<file path="src/rtl/programmable_sequence_generator.sv">
// Serialises a SEQ_W-bit pattern MSB first, repeating it repeat_cnt+1 times
// with an optional idle gap between copies. All outputs are registered.
module programmable_sequence_generator #(
  parameter int SEQ_W = 5,
  parameter int CNT_W = 4,
  parameter int GAP_W = 3
) (
  input  logic             clk,
  input  logic             resetn,
  input  logic             start,
  input  logic [SEQ_W-1:0] init,
  input  logic [CNT_W-1:0] repeat_cnt,
  input  logic [GAP_W-1:0] gap_len,
  input  logic             abort,
  output logic             dout,
  output logic             dout_valid,
  output logic             busy,
  output logic             done
);

  localparam int IDX_W = $clog2(SEQ_W);
  localparam logic [IDX_W-1:0] IDX_MAX  = IDX_W'(SEQ_W - 1);
  localparam logic [IDX_W-1:0] IDX_ONE  = IDX_W'(1);
  localparam logic [IDX_W-1:0] IDX_ZERO = {IDX_W{1'b0}};
  localparam logic [CNT_W-1:0] CNT_ONE  = CNT_W'(1);
  localparam logic [CNT_W-1:0] CNT_ZERO = {CNT_W{1'b0}};
  localparam logic [GAP_W-1:0] GAP_ONE  = GAP_W'(1);
  localparam logic [GAP_W-1:0] GAP_ZERO = {GAP_W{1'b0}};

  typedef enum logic [1:0] {
    ST_IDLE = 2'd0,
    ST_SEND = 2'd1,
    ST_GAP  = 2'd2
  } state_t;

  state_t           r_state;
  logic [SEQ_W-1:0] r_pat;
  logic [IDX_W-1:0] r_bit_idx;
  logic [CNT_W-1:0] r_rep_left;
  logic [GAP_W-1:0] r_gap_left;
  logic [GAP_W-1:0] r_gap_len;
  logic             r_dout;
  logic             r_dout_valid;
  logic             r_busy;
  logic             r_done;

  logic [IDX_W-1:0] w_idx_dn;

  assign w_idx_dn = r_bit_idx - IDX_ONE;

  // r_bit_idx always names the bit currently presented on dout, so each edge
  // loads the bit for the following cycle.
  always_ff @(posedge clk or negedge resetn) begin
    if (!resetn) begin
      r_state      <= ST_IDLE;
      r_pat        <= {SEQ_W{1'b0}};
      r_bit_idx    <= IDX_ZERO;
      r_rep_left   <= CNT_ZERO;
      r_gap_left   <= GAP_ZERO;
      r_gap_len    <= GAP_ZERO;
      r_dout       <= 1'b0;
      r_dout_valid <= 1'b0;
      r_busy       <= 1'b0;
      r_done       <= 1'b0;
    end else begin
      r_done <= 1'b0;
      case (r_state)
        ST_IDLE: begin
          if (start && !abort) begin
            r_state      <= ST_SEND;
            r_pat        <= init;
            r_rep_left   <= repeat_cnt;
            r_gap_len    <= gap_len;
            r_gap_left   <= GAP_ZERO;
            r_bit_idx    <= IDX_MAX;
            r_dout       <= init[SEQ_W-1];
            r_dout_valid <= 1'b1;
            r_busy       <= 1'b1;
          end else begin
            r_dout       <= 1'b0;
            r_dout_valid <= 1'b0;
            r_busy       <= 1'b0;
          end
        end
        ST_SEND: begin
          if (abort) begin
            r_state      <= ST_IDLE;
            r_dout       <= 1'b0;
            r_dout_valid <= 1'b0;
            r_busy       <= 1'b0;
          end else if (r_bit_idx != IDX_ZERO) begin
            r_bit_idx <= w_idx_dn;
            r_dout    <= r_pat[w_idx_dn];
          end else if (r_rep_left == CNT_ZERO) begin
            r_state      <= ST_IDLE;
            r_dout       <= 1'b0;
            r_dout_valid <= 1'b0;
            r_busy       <= 1'b0;
            r_done       <= 1'b1;
          end else begin
            r_rep_left <= r_rep_left - CNT_ONE;
            r_bit_idx  <= IDX_MAX;
            if (r_gap_len != GAP_ZERO) begin
              r_state      <= ST_GAP;
              r_gap_left   <= r_gap_len - GAP_ONE;
              r_dout       <= 1'b0;
              r_dout_valid <= 1'b0;
            end else begin
              r_dout <= r_pat[SEQ_W-1];
            end
          end
        end
        ST_GAP: begin
          if (abort) begin
            r_state      <= ST_IDLE;
            r_dout       <= 1'b0;
            r_dout_valid <= 1'b0;
            r_busy       <= 1'b0;
          end else if (r_gap_left == GAP_ZERO) begin
            r_state      <= ST_SEND;
            r_dout       <= r_pat[r_bit_idx];
            r_dout_valid <= 1'b1;
          end else begin
            r_gap_left <= r_gap_left - GAP_ONE;
          end
        end
        default: begin
          r_state      <= ST_IDLE;
          r_dout       <= 1'b0;
          r_dout_valid <= 1'b0;
          r_busy       <= 1'b0;
        end
      endcase
    end
  end

  assign dout       = r_dout;
  assign dout_valid = r_dout_valid;
  assign busy       = r_busy;
  assign done       = r_done;

endmodule

</file>
<file path="config.mk">
export PLATFORM = sky130hd
export DESIGN_NAME = programmable_sequence_generator
export DESIGN_NICKNAME = d
export VERILOG_FILES = /design/src/rtl/programmable_sequence_generator.sv
export SDC_FILE = /design/constraint.sdc
export NUM_CORES = 1
export LEC_CHECK = 0
export CORE_MARGIN = 2
export CORE_UTILIZATION = 54
export DETAILED_ROUTE_END_ITERATION = 7
export PLACE_DENSITY = 0.78
export SETUP_SLACK_MARGIN = 0.4
export SYNTH_ARGS = -nofsm -noshare
export SYNTH_HDL_FRONTEND = slang
export SYNTH_SLANG_ARGS = --single-unit
</file>
<file path="constraint.sdc">
create_clock -name clk -period 2.5 [get_ports clk]
set_clock_uncertainty 0.05 [all_clocks]
set_input_delay 0.5 -clock clk [delete_from_list [all_inputs] [get_ports clk]]
set_output_delay 0.5 -clock clk [all_outputs]
set_load 0.02 [all_outputs]
</file>
Yosys cells after proc, flatten, opt, wreduce, memory -nomap -nowiden
Index checks and enable logic that the tools add are counted.
- memories kept: 0
- latch bits: 0
- bits in read-only memories: 0
- bits of input ports: 16
- flip-flop bits (word level): 24
- RAM bits: 0
- output and inout port bits: 4
- div/mod/pow operators: 0
- $lt $le $gt $ge: 2
- add/subtract/negate cells: 4
- equality and inequality tests: 15
- shift operators: 0
- $mul: 0
- reductions and logical operators: 16
- multiplexer cells: 55
- bitwise operators: 0
- operator list (operator ; count):
    3-bit 2-to-1 mux ; 11
    1-bit 2-to-1 mux ; 24
    4-bit 2-to-1 mux ; 4
    2-bit inequality test (second input constant) ; 8
    2-bit 2-to-1 mux ; 7
    3-bit inequality test (second input constant) ; 4
    1-bit one-hot mux with 3 select lines ; 3
    3-bit one-hot mux with 3 select lines ; 1
    3-bit nonzero test ; 3
    3-bit by 1-bit subtractor with 3-bit output (second input constant) ; 3
    3-bit by 4-bit less-than comparator with 1-bit output (second input constant) ; 2
    4-bit one-hot mux with 2 select lines ; 1
    4-bit AND reduction ; 2
    8-bit AND reduction ; 1
    1-bit binary-select mux with 3-bit select ; 2
    2-bit one-hot mux with 3 select lines ; 1
    3-bit one-hot mux with 2 select lines ; 1
    3-bit AND reduction ; 2
    5-bit AND reduction ; 1
    4-bit zero test ; 1
    4-bit inequality test (second input constant) ; 1
    4-bit by 1-bit subtractor with 4-bit output (second input constant) ; 1
    3-bit zero test ; 1
    2-bit by 1-bit == test with 1-bit output (second input constant) ; 1
    6 further kinds ; 6

Logic depth before layout (Yosys ltp)
Gate-level depths: netlist (run 1).
- depth after elaboration: 6
- mapped depth: 9

Worst setup path before layout (run 1)
OpenSTA, ideal clock, no wires.
- kind: reg-to-reg
- start: register r_bit_idx[0]
- end: register r_state[1]
- stages on the path, launching flop included: 8
- path buffers: 0
- arrival: 1.790 ns
- setup slack: 0.535 ns
- required time: 2.325 ns
- clock period less this slack: 1.965 ns
- cells stage by stage: dfrtp_1 inv_1 ha_1 nor2b_2 nor2_1 a21o_1 a211o_1 mux2_4
- cells in the longest elaborated chain, start to end: 3
- ends and longest elaborated chain (item ; line ; RTL):
    start, declared ; 38 ; logic [IDX_W-1:0] r_bit_idx;
    start signal, assigned ; 92 ; r_bit_idx <= w_idx_dn;
    3-bit nonzero test ; 91 ; end else if (r_bit_idx != IDX_ZERO) begin
    3-bit inequality test (no line) ; n/a ;
    4-bit AND reduction (no line) ; n/a ;
    end signal, assigned ; 87 ; r_state <= ST_IDLE;
    end signal, assigned ; 95 ; r_state <= ST_IDLE;
    end signal, assigned ; 104 ; r_state <= ST_GAP;
    end, declared ; 36 ; state_t r_state;
No other way between the ends.
A chain may end at the register's enable or synchronous reset.

Worst setup path after layout (run 1)
- start: register r_rep_left[0]
- end: register r_state[1]
- cells in the longest elaborated chain, start to end: 5
- ends and longest elaborated chain (item ; line ; RTL):
    start, declared ; 39 ; logic [CNT_W-1:0] r_rep_left;
    start signal, assigned ; 72 ; r_rep_left <= repeat_cnt;
    start signal, assigned ; 101 ; r_rep_left <= r_rep_left - CNT_ONE;
    4-bit zero test * ; 94 ; end else if (r_rep_left == CNT_ZERO) begin
    2-bit 2-to-1 mux ; 94 ;
    2-bit 2-to-1 mux ; 91 ;
    2-bit 2-to-1 mux ; 86 ; if (abort) begin
    2-bit one-hot mux with 3 select lines ; 67 ; case (r_state)
    end signal, assigned ; 70 ; r_state <= ST_SEND;
    end signal, assigned ; 87 ;
    end signal, assigned ; 95 ;
Mark *: on every way between the ends. The rest lies on a longest branch, timed or not. The select of a mux whose other input is x is not followed.

==> results of run 1 <==
==> worst max-delay path, cell delays in order, from the launching register on <==
cell,delay [ns]
sky130_fd_sc_hd__dfrtp_1,0.42
sky130_fd_sc_hd__inv_1,0.10
sky130_fd_sc_hd__ha_2,0.20
sky130_fd_sc_hd__nor3b_4,0.30
sky130_fd_sc_hd__nor2_2,0.08
sky130_fd_sc_hd__a21o_1,0.21
sky130_fd_sc_hd__a211o_1,0.27
sky130_fd_sc_hd__mux2_4,0.30
==> cell usage after synthesis (2+ instances only) <==
library cell                n
sky130_fd_sc_hd__nor3_1     5
sky130_fd_sc_hd__nor2_1     8
sky130_fd_sc_hd__o32ai_1    2
sky130_fd_sc_hd__mux2i_1    9
sky130_fd_sc_hd__nand3_1    4
sky130_fd_sc_hd__ha_1       9
sky130_fd_sc_hd__mux2_2    10
sky130_fd_sc_hd__clkbuf_1   3
sky130_fd_sc_hd__inv_1      8
sky130_fd_sc_hd__nand3b_1   3
sky130_fd_sc_hd__a21oi_1    7
sky130_fd_sc_hd__nand2_1   12
sky130_fd_sc_hd__o21ai_0    7
sky130_fd_sc_hd__a211oi_1   2
sky130_fd_sc_hd__buf_2      3
sky130_fd_sc_hd__nor2b_1    4
sky130_fd_sc_hd__dfrtp_1   24
sky130_fd_sc_hd__o311ai_0   3
sky130_fd_sc_hd__nand2b_1   5
sky130_fd_sc_hd__o211ai_1   3
==> power groups by stage <==
stage,clock network [uW],registers (uW),logic [uW]
floorplan,0,709,987
global placement,0,741,1200
detailed placement,0,754,1250
CTS,212,748,1270
global route,231,785,1480
finish,205,754,1310
==> routing by layer <==
| metal | track usage | part of all wire |
|---|---|---|
| met5 | 0 | 0 |
| met1 | 0.2865 | 0.48 |
| met2 | 0.3448 | 0.48 |
| met3 | 0.02494 | 0.032 |
| met4 | 0.04983 | 0.0070 |
==> final timing paths <==
check	from	end	slack, ns	cells past startpoint
min reg2reg	busy	busy	0.48	1
max in group asynchronous	resetn	r_bit_idx[0]	1.67	2
min	resetn	r_pat[4]	0.48	2
min in group clk	busy	busy	0.48	1
max reg2reg	r_rep_left[0]	r_state[1]	0.45	7
max	r_rep_left[0]	r_state[1]	0.45	7
==> timing repair <==
item | in CTS | in global routing
buffers inserted | 0 | 1
resized for setup | 3 | 8
setup endpoints to repair | 1 | 6
pin swaps | 0 | 1
==> logic make-up (layout without fill, tap and decap cells) <==
| group | Yosys count | count (layout) | synth area share |
|---|---|---|---|
| AOI/OAI and AO/OA | 36 | 36 | 0.1620 |
| adders and majority gates | 9 | 9 | 0.07365 |
| muxes | 20 | 20 | 0.1424 |
| DFF | 24 | 24 | 0.3928 |
| and+or+nand+nor | 52 | 52 | 0.1923 |
| buffers and inverters | 14 | 36 | 0.03682 |
==> sequential cells by signal, summed over array words and instances (netlist names) <==
name and flops:
busy 1, done 1, dout 1, dout_valid 1, r_bit_idx 3, r_gap_left 3
r_gap_len 3, r_pat 5, r_rep_left 4, r_state 2
==> stage by stage <==
stage	hold WS (ns)	util
final	0.4808	0.6728
after global routing	0.4968	0.6728
after CTS	0.4896	0.6609
after detailed placement	0.4590	0.6444
after global placement	0.4493	0.6444
after floorplan	0.1544	-
==> area by class of cell <==
cell class,count,area (um2)
Clock buffer,4,36.28
Fill cell,211,894.6
Inverter,8,30.03
Multi-Input combinational cell,117,904.6
Sequential cell,24,601.8
Tap cell,31,38.79
Timing Repair Buffer,24,227.7
==> qor.txt, run 1 <==
Clock tree from TritonCTS = done
Fin crit period = 2.046 ns
Placement Cell Area = 1762 um2
Boundary Pins = 20
Total length of routed wires = 3019 um
Worst slack, placed = 0.1857 ns
CP startpoint kind = flop
Total power draw = 2266 uW
Normalized max-slew margin = 0.6825
Flop and latch count out of synthesis = 24
Share of flip-flops with an asynchronous set or reset = 1.000
Part of the Yosys area used for sequential elements = 0.3928
Pin slew with the least headroom to its limit = 0.4725 ns
Final cell count without fillers = 208
Number of hold violations in the final report = 0
Maximum number of pins on one net before global-route repair = 25
Top area cells in the synthesized netlist = sky130_fd_sc_hd__dfrtp_1, sky130_fd_sc_hd__ha_1, sky130_fd_sc_hd__mux2_2
Global Route Usage Sum = 0.2062
TNS Setup = 0 ns
TritonCTS sink count = 24
Post-route DRC = 0
Post-synth top flop = sky130_fd_sc_hd__dfrtp_1
Most frequent cells in the layout = sky130_fd_sc_hd__dfrtp_1, sky130_fd_sc_hd__clkdlybuf4s50_1, sky130_fd_sc_hd__nand2_1
FP Rows = 19
Total CTS buffers = 3
Psw = 968.8 uW
Starting density of the core = 0.5593
Internal power = 1297 uW
Data arrival time of the critical path = 2.21 ns
Count of H-tree levels built during CTS = 1
Mean instance size in the synthesized netlist = 9.864 um2
Power density of the placed cells = 1232 nW/um2
Routed length per placed instance = 14.51 um
Count of final setup violators = 0
Width of the die = 57.21 um
Worst-path maximum fanout = 6
Clk slew on worst S/H paths = 0.13 ns
Weighted congestion at the end of routability-driven global placement = 0.8540
Root Buffer Master = sky130_fd_sc_hd__clkbuf_4
Most common library cell in the layout ignoring fill and taps = sky130_fd_sc_hd__dfrtp_1
Iteration count of the initial detailed-routing pass = 4
Fraction of power consumed by sequential logic = 0.333
Max Root-Sink Buffers = 2
Switching part of the total power = 0.4275
Share of the synthesized area in the top cell type = 0.3928
Cells after Synth = 155
Post-synthesis instance area = 1529 um2
Wire length of the first global-routing pass = 5423 um
Layout cells sized above 1 = 0.1921
Max frequency = 488.8 MHz
Worst min-delay path class = in -> async
Core box area = 2734 um2
Initial DRC count = 42
Number of global-route vias before repair = 1227
Synthesis-to-finish area growth = 20.29%
Floorplan die area = 3273 um2
Total congestion overflow = 0
Setup repair after global routing missed its margin = yes
Remaining antenna violation count after routing = 0
Worst Setup Slack, final = 0.4540 ns
Antenna violations before repair = 0
Period utilisation layout = 0.8184
Clock latency reported for the late side of the worst-skew pair = 0.31 ns
Cell accounting for the most synthesized area = sky130_fd_sc_hd__dfrtp_1
Count of synthesis-stage warnings from yosys = 0
Fraction of power consumed by combinational cells = 0.577
Number of enable-type register cells in the synthesized netlist = 0
# nets final = 203
Status = completed
Vias = 1189
# Max-Cap Violations = 0
Worst supply voltage drop on vdd = 0.7483 mV
Unique cell type count in the Yosys netlist = 44
Kind of end point of the critical path = flop
Number of antenna repair diodes = 0
Max-slew violation total from the final report = 0
Chip height = 57.21 um
Syn Nets = 180
Total half-perimeter wirelength after legalization and detailed placement = 2228 um
Clock network fraction of design power = 0.091
CP required = 2.66 ns
Worst setup path category = reg -> reg
Post-layout instance area = 1839 um2
Inst Count DP = 203
Ratio of routed vias to standard cells = 5.716
Buffers added on ports = 19
Count of hold buffers inserted by post-cts repair = 0
Leakage power = 0.0007635 uW
Note: power is estimated with default switching activity, not from simulation.
==> run 2: changes to the inputs <==
Clock period 2.5 ns to 1.98 ns, I/O delays scaled along.
==> qor.txt, run 2 (synthesis gave the netlist of run 1 again) <==
Status = completed
Post-route DRC = 0
Max reg flops = 5
Most common library cell in the layout ignoring fill and taps = sky130_fd_sc_hd__buf_4
Width of the die = 57.21 um
Number of global-route vias before repair = 1468
Count of cell instances traversed by the critical path = 5
FP Rows = 19
Total CTS buffers = 3
Count of final setup violators = 0
Number of hold violations in the final report = 0
Worst-path maximum fanout = 3
Wire length of the first global-routing pass = 6479 um
Iteration count of the initial detailed-routing pass = 4
Max Root-Sink Buffers = 2
CP required = 2.17 ns
Antenna violations before repair = 0
Remaining antenna violation count after routing = 0
Critical Path, Cell by Cell = nor3_1 -> a21o_1 -> a211o_1 -> buf_6 -> mux2i_2
Max frequency = 518.3 MHz
Depth of the worst register-to-register path = 5
Total half-perimeter wirelength after legalization and detailed placement = 2653 um
WP buf/inv = 1
Total length of routed wires = 4589 um
Power density of the placed cells = 1747 nW/um2
Core utilization of the finished layout = 0.8622
Clock tree from TritonCTS = done
Worst supply voltage drop on vdd = 1.641 mV
Max-slew violation total from the final report = 0
Largest registers in the final layout = r_pat x5, r_rep_left x4
Worst min-delay path class = in -> async
Kind of end point of the critical path = flop
Weighted congestion at the end of routability-driven global placement = 0.8816
TritonCTS sink count = 24
Worst path max stage delay = 0.57 ns
Most frequent cells in the layout = sky130_fd_sc_hd__buf_4, sky130_fd_sc_hd__dfrtp_1, sky130_fd_sc_hd__clkdlybuf4s50_1
Worst setup path category = reg -> reg
Most flops, register = r_pat
Fin crit period = 1.930 ns
Count of H-tree levels built during CTS = 1
Worst slack on hold paths = 0.3531 ns
Maximum number of pins on one net before global-route repair = 25
Synthesis-to-finish area growth = 54.17%
Ratio of routed vias to standard cells = 6.174
Initial DRC count = 115
Buffers added on ports = 19
Layout cells sized above 1 = 0.4619
# Max-Cap Violations = 0
Number of antenna repair diodes = 0
CP startpoint kind = flop
Chip height = 57.21 um
Boundary Pins = 20
Global Route Usage Sum = 0.2575
Routed length per placed instance = 19.04 um
Count of hold buffers inserted by post-cts repair = 0
Root Buffer Master = sky130_fd_sc_hd__clkbuf_4
Clk slew on worst S/H paths = 0.13 ns
Setup repair after global routing missed its margin = yes
Vias = 1488
Leakage power = 0.001011 uW
Starting density of the core = 0.5593
Normalized max-slew margin = 0.5546
Floorplan die area = 3273 um2
Filler Cell Count = 132
Crit path max-delay cell type = sky130_fd_sc_hd__nor3_1
Period utilisation layout = 0.9745
Core box area = 2734 um2
Clock latency reported for the late side of the worst-skew pair = 0.33 ns
Total congestion overflow = 0
# nets final = 237
Pin slew with the least headroom to its limit = 0.6631 ns
Family with the most delay on the worst path = simple AND/OR/NAND/NOR gates
Data arrival time of the critical path = 2.12 ns
-- run 2: power breakdown --
| part | internal, uW | switching, uW | total [uW] |
|---|---|---|---|
| logic | 1550 | 1370 | 2920 |
| registers | 714 | 259 | 973 |
| clock network | 71.6 | 154 | 225 |
-- run 2: path summary, 6_finish.rpt --
kind | startpoint | end | slack [ns]
min in group clk | dout_valid | dout_valid | 0.47
setup reg to reg | r_gap_len[0] | r_state[0] | 0.05
hold reg to reg | dout_valid | dout_valid | 0.47
max in group asynchronous | resetn | r_state[0] | 1.27
setup / recovery | r_gap_len[0] | r_state[0] | 0.05
hold / removal | resetn | dout_valid | 0.35
-- run 2: area by class of cell --
class                      instances  area [um2]  area share
multi-input combinational        117        1150      0.4878
sequential                        24       603.1      0.2558
timing repair buffer              58       505.5      0.2144
tap                               31       38.79     0.01645
inverter                           8       37.54     0.01592
clock buffer                       3       22.52    0.009554
-- run 2: repair_timing --
action	CTS	global route
pin swaps	9	4
setup endpoints to repair	27	24
buffers inserted	14	4
hold endpoints to repair	0	0
cloned	0	0
gates resized for setup	34	29
-- run 2: stage by stage --
step	area, um2	TNS, ns	std cells	worst slack (ns)	power [uW]
after floorplan	1609	0	155	0.1146	2324
after global placement	1952	-0.02141	220	-0.02141	2801
after detailed placement	1952	-0.1788	220	-0.05281	2908
after CTS	2211	0	237	0.1469	3621
after global routing	2357	-0.01590	241	-0.01590	4344
final	2357	0	241	0.05047	4119
-- run 2: per-layer routing --
metal / GRT usage / routed length (um) / vias up
li1: - / - / 677
met1: 0.3045 / 1857 / 736
met2: 0.4631 / 2335 / 53
met3: 0.03175 / 164 / 22
met4: 0.1196 / 232 / 0
met5: 0 / 0 / -
